===== src/rtl/computing_kernel_acc_pp_if.sv =====
// Sample/result bundle for computing_kernel_acc_pp: the data source drives the
// sample side (master), the kernel drives the window result side (slave).
interface computing_kernel_acc_pp_if #(
  parameter int unsigned IWIDTH = 8,
  parameter int unsigned WINDOW = 4,
  parameter int unsigned TRUNC  = 0
);
  localparam int unsigned CW     = $clog2(WINDOW);
  localparam int unsigned FW     = IWIDTH + CW + 1;
  localparam int unsigned OWIDTH = FW - TRUNC;

  logic [IWIDTH-1:0] iData;
  logic              iSign;
  logic              iDataValid;
  logic              iClear;
  logic [OWIDTH-1:0] oData;
  logic              oDataValid;
  logic [CW-1:0]     oCount;

  modport master (
    output iData, iSign, iDataValid, iClear,
    input  oData, oDataValid, oCount
  );

  modport slave (
    input  iData, iSign, iDataValid, iClear,
    output oData, oDataValid, oCount
  );
endinterface


===== src/rtl/computing_kernel_acc_pp.sv =====
// Two-stage windowed accumulator: sign-magnitude to two's complement, then a
// WINDOW-sample sum with optional LSB drop. Define CK_ROUND_EN for round+saturate.
module computing_kernel_acc_pp #(
  parameter int unsigned IWIDTH = 8,
  parameter int unsigned WINDOW = 4,
  parameter int unsigned TRUNC  = 0
) (
  input logic                     clk,
  input logic                     rst_n,
  computing_kernel_acc_pp_if.slave bus
);
  localparam int unsigned CW     = $clog2(WINDOW);
  localparam int unsigned FW     = IWIDTH + CW + 1;
  localparam int unsigned OWIDTH = FW - TRUNC;

  logic        [FW-1:0]     mag_c;
  logic signed [FW-1:0]     conv_c;
  logic signed [FW-1:0]     s1;
  logic                     s1_vld;
  logic signed [FW-1:0]     acc;
  logic signed [FW-1:0]     sum_c;
  logic        [OWIDTH-1:0] post_c;

  // Stage-1 conversion; negating a zero magnitude yields zero
  assign mag_c  = FW'(bus.iData);
  assign conv_c = bus.iSign ? $signed(-mag_c) : $signed(mag_c);
  assign sum_c  = acc + s1;

  // Result post-processing applied to the completed window sum
  generate
    if (TRUNC == 0) begin : g_full
      assign post_c = OWIDTH'(sum_c);
    end else begin : g_trunc
`ifdef CK_ROUND_EN
      localparam logic [FW:0] HALF = (FW+1)'(1) << (TRUNC - 1);
      logic signed [FW:0]     rnd_c;
      logic signed [OWIDTH:0] shr_c;
      assign rnd_c  = $signed({sum_c[FW-1], sum_c}) + $signed(HALF);
      assign shr_c  = (OWIDTH+1)'(rnd_c >>> TRUNC);
      // Rounding only moves upward, so only the positive limit can be hit
      assign post_c = (shr_c[OWIDTH] != shr_c[OWIDTH-1])
                      ? {1'b0, {(OWIDTH-1){1'b1}}}
                      : shr_c[OWIDTH-1:0];
`else
      assign post_c = OWIDTH'(sum_c >>> TRUNC);
`endif
    end
  endgenerate

  // Stage 1 capture and stage 2 accumulate/emit; clear outranks both stages
  always_ff @(posedge clk or negedge rst_n) begin
    if (!rst_n) begin
      s1             <= '0;
      s1_vld         <= 1'b0;
      acc            <= '0;
      bus.oData      <= '0;
      bus.oDataValid <= 1'b0;
      bus.oCount     <= '0;
    end else begin
      bus.oDataValid <= 1'b0;
      if (bus.iClear) begin
        s1_vld     <= 1'b0;
        acc        <= '0;
        bus.oCount <= '0;
      end else begin
        s1_vld <= bus.iDataValid;
        if (bus.iDataValid) begin
          s1 <= conv_c;
        end
        if (s1_vld) begin
          if (bus.oCount == CW'(WINDOW - 1)) begin
            bus.oData      <= post_c;
            bus.oDataValid <= 1'b1;
            acc            <= '0;
            bus.oCount     <= '0;
          end else begin
            acc        <= sum_c;
            bus.oCount <= bus.oCount + CW'(1);
          end
        end
      end
    end
  end
endmodule


===== src/flat_wrapper.sv =====
// flat-port wrapper written by rule: the top's interface ports become plain ports
module computing_kernel_acc_pp_flat 
#(
  parameter int unsigned IWIDTH = 8,
  parameter int unsigned WINDOW = 4,
  parameter int unsigned TRUNC  = 0
)
  (clk, rst_n, bus_iData, bus_iSign, bus_iDataValid, bus_iClear, bus_oData, bus_oDataValid, bus_oCount);
  computing_kernel_acc_pp_if #(.IWIDTH(IWIDTH), .WINDOW(WINDOW), .TRUNC(TRUNC)) bus_i ();
  input logic clk;
  input logic rst_n;
  input wire logic [$bits(bus_i.iData)-1:0] bus_iData;
  input wire logic [$bits(bus_i.iSign)-1:0] bus_iSign;
  input wire logic [$bits(bus_i.iDataValid)-1:0] bus_iDataValid;
  input wire logic [$bits(bus_i.iClear)-1:0] bus_iClear;
  output wire logic [$bits(bus_i.oData)-1:0] bus_oData;
  output wire logic [$bits(bus_i.oDataValid)-1:0] bus_oDataValid;
  output wire logic [$bits(bus_i.oCount)-1:0] bus_oCount;
  assign bus_i.iData = bus_iData;
  assign bus_i.iSign = bus_iSign;
  assign bus_i.iDataValid = bus_iDataValid;
  assign bus_i.iClear = bus_iClear;
  assign bus_oData = bus_i.oData;
  assign bus_oDataValid = bus_i.oDataValid;
  assign bus_oCount = bus_i.oCount;
  computing_kernel_acc_pp #(.IWIDTH(IWIDTH), .WINDOW(WINDOW), .TRUNC(TRUNC)) u_core (.clk(clk), .rst_n(rst_n), .bus(bus_i));
endmodule

===== config.mk =====
export PLATFORM = sky130hd
export DESIGN_NAME = computing_kernel_acc_pp_flat
export DESIGN_NICKNAME = d
export VERILOG_FILES = /design/src/rtl/computing_kernel_acc_pp_if.sv /design/src/rtl/computing_kernel_acc_pp.sv /design/src/flat_wrapper.sv
export SDC_FILE = /design/constraint.sdc
export NUM_CORES = 1
export LEC_CHECK = 0
export BUFFER_PORTS_ARGS = -buffer_cell sky130_fd_sc_hd__buf_2
export CAP_MARGIN = 20
export CORE_MARGIN = 8
export CORE_UTILIZATION = 60
export DETAILED_ROUTE_END_ITERATION = 8
export PLACE_DENSITY = 0.91
export SLEW_MARGIN = 20
export SYNTH_ARGS = -nofsm -noshare
export SYNTH_HDL_FRONTEND = slang
export SYNTH_SLANG_ARGS = --single-unit
export TNS_END_PERCENT = 1

===== constraint.sdc =====
create_clock -name clk -period 5.26 [get_ports clk]
set_input_delay 1.052 -clock clk [delete_from_list [all_inputs] [get_ports clk]]
set_output_delay 1.052 -clock clk [all_outputs]
set_load 0.005 [all_outputs]

## Word level (Yosys, flattened, before mapping)

Index checks and enable logic that the tools add are counted.

- Output and inout port bits: 14
- Word-level logic and storage cells: 25
- Register bits after elaboration: 37

- Muxes and demuxes: 11
- Equal/unequal tests: 1
- Bitwise gates (word level): 1
- Reductions and logical operators: 3
- $add $sub $neg: 3

Operators by type and width:

| cell | count |
|---|---|
| 2-to-1 mux 11 bit | 4 |
| adder 11 bit | 1 |
| negation 8 -> 11 bit | 1 |
| 2-to-1 mux 2 bit | 3 |
| 2-to-1 mux 1 bit | 4 |
| AND reduction 3 bit | 1 |
| adder 2 x 1 -> 2 bit (second input constant) | 1 |
| equality test 2 bit (second input constant) | 1 |
| AND reduction 2 bit | 1 |
| nonzero test 2 bit | 1 |
| NOT 1 bit | 1 |

## Longest topological paths before layout

Gate-level depths: netlist of run 1.

- Word-level depth: 4
- Gate-level depth with buffers: 9

## Least setup slack after synthesis of run 1

Ideal clock, no wire load.

- Path kind: in2reg
- From: in bus_iData[5]
- To: reg u_core.s1[7]
- Path buffers: 0
- Stages on the path: 4
- Data arrival time: 2000 ps
- Required time: 5126 ps
- Setup time: 134 ps
- Setup slack: 3125 ps
- Path through: or4_1 -> o21ai_0 -> xor2_1 -> o21ai_0

- Longest elaborated chain between the ends: 2

RTL lines:

| item | RTL line | source |
|---|---|---|
| start, declared | flat_wrapper.sv:12 | `input wire logic [$bits(bus_i.iData)-1:0] bus_iData;` |
| negation 8 -> 11 bit | computing_kernel_acc_pp.sv:26 | `assign conv_c = bus.iSign ? $signed(-mag_c) : $signed(mag_c);` |
| 2-to-1 mux 11 bit | computing_kernel_acc_pp.sv:26 |  |
| end signal, assigned | computing_kernel_acc_pp.sv:68 | `s1 <= conv_c;` |
| end, declared | computing_kernel_acc_pp.sv:18 | `logic signed [FW-1:0] s1;` |

Every way passes these cells.
A chain may end at the register's enable or synchronous reset.

## Worst setup path after layout of run 1

- From: reg u_core.acc[0]
- To: reg u_core.bus.oData[8]

- Longest elaborated chain between the ends: 1

RTL lines:

| item | RTL line | source |
|---|---|---|
| start, declared | computing_kernel_acc_pp.sv:20 | `logic signed [FW-1:0] acc;` |
| start signal, assigned | computing_kernel_acc_pp.sv:77 | `acc <= sum_c;` |
| adder 11 bit | computing_kernel_acc_pp.sv:27 | `assign sum_c = acc + s1;` |
| end signal, assigned | computing_kernel_acc_pp.sv:72 | `bus.oData <= post_c;` |
| end, declared | computing_kernel_acc_pp_if.sv:27 | `output oData, oDataValid, oCount` |

Every way passes these cells.

==> flow_summary.toml, run 1 <==
[setup_path]
cp_max_fo = 3
cpLargestDelayFamily = "simple AND/OR/NAND/NOR gates"
crit_path_end_kind = "flop"
cpMaxStageDelayCell = "dfrtp_1"
cp.arrival_ns = 2.32
required_ns = 5.45
cpPeakStageDelay_ns = 0.39
criticalPathCategory = "flop to flop"
path_buf_inv = 1
cp_common_cell = "o21ai_0"
cp_cell_sequence = "ha_1 > inv_1 > fa_1 > nand2b_1 > a21oi_1 > nor3_1 > o21ai_0 > xnor2_1 > o21ai_0"
critPathLaunchType = "flop"
r2r_start = "u_core.acc[0]$_DFFE_PN0P_"
worstSetupStartpoint = "u_core.acc[0]$_DFFE_PN0P_"

[timing]
fin_worst_skew_ns = 0.006190
max_freq_ghz = 0.4694
finalSetupTns_ns = 0
relSlewSlack_pct = 48.98
report.final.hold_viol_count = 0
finalSetupViolations = 0
worst_pin_slew_ns = 0.7653
period_needed_ns = 2.131
finalMaxSlewViolations = 0
fin_crit_sh_pct = 40.51
rsz0062_at_grt = "false"

[logic_synthesis]
synth_area_leaders = "dfrtp_1, ha_1, nand2_1, o21ai_0, xnor2_1"
syn-num-nets = 223
synth_common_cells = "dfrtp_1, nand2_1, o21ai_0, ha_1"
yosysTopAreaCellShare_pct = 47.10
ys_types = 42
seq_area_frac_synth_pct = 47.10
yosys.area.top_type = "dfrtp_1"
synth_enable_flop_cells = 0
yosysWarningCount = 0
netlist_area_um2 = 1966
syn_inst = 197
ys.flop_type = "dfrtp_1"
avgSynthCellArea_um2 = 9.978
synthArstFlopShare_pct = 100.0
synth_most_common_cell = "dfrtp_1"
synth-seq-cells = 37

[clock_network]
clkSinkCount = 37
max-clock-path-buffers = 2
cts_tree = "built"
clk-insertion-delay-late_ns = 0.32
post_cts_buffers = 0
clkSlewWorstSetupHoldPaths_ns = 0.09
cts_root_buf = "clkbuf_4"
cts_buffers = 5
cts_max_level = 2
holdBufCountCts = 0
cts_resized = 0

[die]
coreArea_um2 = 3078
ios = 27
die-area_um2 = 5363
die_w_um = 73.24
die_h_um = 73.24
start_util_pct = 63.86
rows = 20

[routing]
wl_per_cell_um = 13.22
ant_nets = 0
drtIter0Drc = 110
remaining_drc_errors = 0
drt_first_pass_iters = 4
via_count = 1431
drt_wl_total_um = 3529
via_per_inst = 5.360

[grt]
grt_pass1_wl_um = 6127
grt_max_degree = 38
gr-total-overflow = 0
grt_use_total_pct = 14.58
grt_pass1_vias = 1402
antenna_found_initial = 0

[finish]
drive_gt1_share_pct = 18.39
nNetsFinal = 250
fin_util_pct = 70.16
syn2layout_area_growth_pct = 9.866
diodes = 0

[worst_hold_path]
hp-class = "flop to flop"
worstHoldStart = "u_core.bus.oData[10]$_DFFE_PN0P_"

[place]
numPortBuffers = 26
dp_hpwl_um = 2855
globalplace.congestion = 0.9093

[run_status]
status = "finished clean"

[power_and_ir_drop]
ir_worst_vdd_v = 0.0001556
power_density_nw_per_um2 = 270.5
p_leak_nw = 1.108
power_uw = 584.2

[run]
max-cap-violations = 0
==> final cells by class <==
cell class	count	area [um^2]
Clock inverter	1	5.005
Timing Repair Buffer	26	130.1
Fill cell	263	918.4
Tap cell	44	55.05
Inverter	8	30.03
Multi-Input combinational cell	146	975.9
Sequential cell	37	925.9
Clock buffer	5	37.54
==> per-stage QoR <==
step	std cells	hold WS (ns)	worst slack [ns]	area (um^2)
after floorplan	197	0.4428	3.125	1966
after global placement	261	0.4566	2.896	2117
after detailed placement	261	0.4708	2.828	2117
after CTS	267	0.4925	3.133	2160
after global routing	267	0.5190	2.955	2160
final	267	0.4867	3.129	2160
==> worst reg2reg max path: stages, from the launching register on <==
cell      delay (ns)
dfrtp_1         0.39
ha_1            0.22
inv_1           0.07
fa_1            0.19
nand2b_1        0.14
a21oi_1         0.10
nor3_1          0.39
o21ai_0         0.20
xnor2_1         0.21
o21ai_0         0.10
==> cells in the final DEF (no fill, tap or decap), drive strengths merged, types with 2 or more instances in the layout <==
cell type   n
mux2        3
a21oi       9
a21o        3
dfrtp      37
nand3b      2
nor2        7
o21ai      25
buf        26
clkbuf      5
a22o        3
and2        2
mux2i       4
nand2b      5
xor2        7
inv         8
nand2      36
ha         12
xnor2       8
o311ai      2
==> power by group <==
| part | internal, mW | leakage, nW | switching, mW | total [mW] |
|---|---|---|---|---|
| clock network | 0.0464 | 0.0269 | 0.0812 | 0.128 |
| registers | 0.307 | 0.494 | 0.0158 | 0.323 |
| logic | 0.0570 | 0.587 | 0.0765 | 0.133 |
| total | 0.411 | 1.11 | 0.173 | 0.584 |
==> final timing paths <==
kind / depth (start not counted) / to / slack, ns
setup reg to reg: 9 / u_core.bus.oData[8]$_DFFE_PN0P_ / 3.13
max in group asynchronous: 1 / u_core.bus.oData[0]$_DFFE_PN0P_ / 3.98
setup / recovery: 9 / u_core.bus.oData[8]$_DFFE_PN0P_ / 3.13
hold / removal: 2 / u_core.bus.oData[10]$_DFFE_PN0P_ / 0.49
hold reg to reg: 2 / u_core.bus.oData[10]$_DFFE_PN0P_ / 0.49
min in group asynchronous: 1 / u_core.s1[0]$_DFFE_PN0P_ / 0.79
==> sequential cells by signal (all words and copies together), names as in the netlist <==
name and cells:
u_core.acc 11, u_core.bus.oData 11, u_core.s1 11, u_core.bus.oCount 2, u_core.bus.oDataValid 1, u_core.s1_vld 1
==> layer usage <==
metal  GRT usage [%]  vias up  wire length (um)  share of wire, %
li1                -      737                 -                 -
met1           17.30      659              1612                46
met2           23.73       33              1691                48
met3           4.670        2               198               5.6
met4           5.778        0                27              0.77
met5               0        -                 0                 0
==> cells by family (layout without fill, tap and decap cells) <==
group,after synthesis,count (layout),share of synthesized area [%]
AND/OR/NAND/NOR,61,61,14.26
AO/OA/AOI/OAI,50,50,16.11
flip-flops,37,37,47.10
XOR/XNOR,15,15,6.684
buffers and inverters,14,40,3.246
adder cells (fa/ha/maj),13,13,8.657
multiplexers,7,7,3.946
Note: power is estimated with default switching activity, not from simulation.
==> run 2: changes to the inputs <==
- CORE_UTILIZATION: 60 -> 51
- PLACE_DENSITY: 0.91 -> 0.83
- clock period: 5.26 -> 1.9 ns (I/O delays scaled with it)
==> flow_summary.toml, run 2 (synthesized netlist as in run 1, its figures left out) <==
[run_status]
status = "finished, violations left"
violations = "setup timing"

[die]
die_w_um = 78.08
rows = 22
start_util_pct = 53.29
die_h_um = 78.08
ios = 27
coreArea_um2 = 3689
die-area_um2 = 6096

[timing]
finalMaxSlewViolations = 0
fin_worst_skew_ns = 0.005021
finalSetupViolations = 7
fin_crit_sh_pct = 104.7
setup_ws_ns = -0.08986
report.final.hold_viol_count = 0
relSlewSlack_pct = 63.03
period_needed_ns = 1.990
finalHoldWorstSlack_ns = 0.1197
max_freq_ghz = 0.5025
rsz0062_at_grt = "true"
worst_pin_slew_ns = 0.5525

[setup_path]
cpPeakStageDelay_ns = 0.42
critPathLaunchType = "flop"
reg2reg_to = "u_core.acc[7]$_DFFE_PN0P_"
cp_cell_sequence = "ha_1 > a21o_1 > a311o_1 > a21oi_2 > buf_4 > o21bai_1 > xnor2_1 > o21ai_1"
cp.arrival_ns = 2.16
required_ns = 2.07
criticalPathCategory = "flop to flop"
cp_max_fo = 3
worstSetupStartpoint = "u_core.s1[1]$_DFFE_PN0P_"
crit_path_end_kind = "flop"
reg2reg_depth = 8
r2r_start = "u_core.s1[1]$_DFFE_PN0P_"
reg2reg_slack_ns = -0.09
cpMaxStageDelayCell = "dfrtp_1"

[grt]
antenna_found_initial = 0
grt_max_degree = 38
gr-total-overflow = 0
grt_use_total_pct = 13.67
grt_pass1_vias = 1560
grt_pass1_wl_um = 6762

[place]
dp_hpwl_um = 2891
place_ws_ns = -0.2422
dp_cells = 276
numPortBuffers = 26
globalplace.congestion = 0.8389

[routing]
ant_nets = 0
drt_wl_total_um = 3924
wl_met3_um = 225
remaining_drc_errors = 0
wl_per_cell_um = 13.67
drt_first_pass_iters = 4
wl_met2_um = 1742
drtIter0Drc = 75
top_layer = "met4"
via_per_inst = 5.233
via_count = 1502
m1WireLength_um = 1868

[clock_network]
cts_root_buf = "clkbuf_8"
holdBufCountCts = 0
max-clock-path-buffers = 2
clkSinkCount = 37
cts_buffers = 5
clk-insertion-delay-late_ns = 0.29
cts_max_level = 2
clkSlewWorstSetupHoldPaths_ns = 0.07
cts_tree = "built"

[finish]
nNetsFinal = 265
layout.cells.most_common = "dfrtp_1"
reg.largest.list = "u_core.acc x11, u_core.bus.oData x11, u_core.s1 x11"
diodes = 0
syn2layout_area_growth_pct = 21.13
instances_no_fill = 287
layout_common_cells = "dfrtp_1, nand2_1, buf_2, o21ai_0, buf_4"
drive_gt1_share_pct = 26.78

[power_and_ir_drop]
ir_worst_vdd_v = 0.0003359
p_leak_nw = 1.215
power_mw = 1.909
power_density_nw_per_um2 = 801.6

[worst_hold_path]
hp-class = "input pin to async pin"

[run]
max-cap-violations = 0
run 2: cell count changes in the layout (fill, tap and decap cells not counted), sizes merged:
cell    previous run  this run
clkbuf             5         7
buf               26        41
clkinv             1         0
run 2: critical path, delay by kind of cell (launching register included):
family / cells / cell delay [ns]
xor+xnor: 1 / 0.21
flops: 1 / 0.42
compound gates: 5 / 0.80
buf+inv: 1 / 0.14
fa+ha+maj: 1 / 0.30
run 2: area by class of cell:
class	instances	area [um^2]
Tap cell	48	60.06
Clock buffer	7	86.33
Fill cell	330	1308
Timing Repair Buffer	41	246.5
Sequential cell	37	925.9
Inverter	8	30.03
Multi-Input combinational cell	146	1032
run 2: worst max-delay path by stage:
stage                                      end  slack (ns)  depth (start not counted)
2_1_floorplan  u_core.bus.oData[8]$_DFFE_PN0P_        0.02                          9
3_3_place_gp         u_core.acc[9]$_DFFE_PN0P_       -0.14                          7
3_5_place_dp         u_core.acc[9]$_DFFE_PN0P_       -0.24                          7
4_1_cts              u_core.acc[7]$_DFFE_PN0P_       -0.10                          8
5_1_grt        u_core.bus.oData[7]$_DFFE_PN0P_       -0.20                          8
6_report             u_core.acc[7]$_DFFE_PN0P_       -0.09                          8
run 2: power breakdown:
part           internal, mW  leakage [nW]  switching, mW
clock                 0.287        0.0443          0.255
combinational         0.221         0.677          0.243
sequential            0.852         0.494         0.0501
total                  1.36          1.22          0.548
run 2: through the flow:
step	TNS, ns	utilization [%]	instance area (um^2)
finish	-0.4252	64.55	2381
global route	-1.502	64.55	2381
CTS	-0.3895	64.15	2366
detailed placement	-1.582	59.77	2205
global placement	-0.8145	59.77	2205
floorplan	0	-	1966
run 2: what timing repair did:
| item | CTS | global route |
|---|---|---|
| pin swaps | 12 | 8 |
| endpoints found under the setup margin | 12 | 12 |
| resized for setup | 15 | 2 |
| buffers inserted | 3 | 1 |
run 2: layer usage:
metal  GRT usage, %  vias to the layer above
li1               -                      763
met3          4.784                        7
met4          7.593                        0
met1          16.69                      700
met2          20.63                       32
met5              0                        -
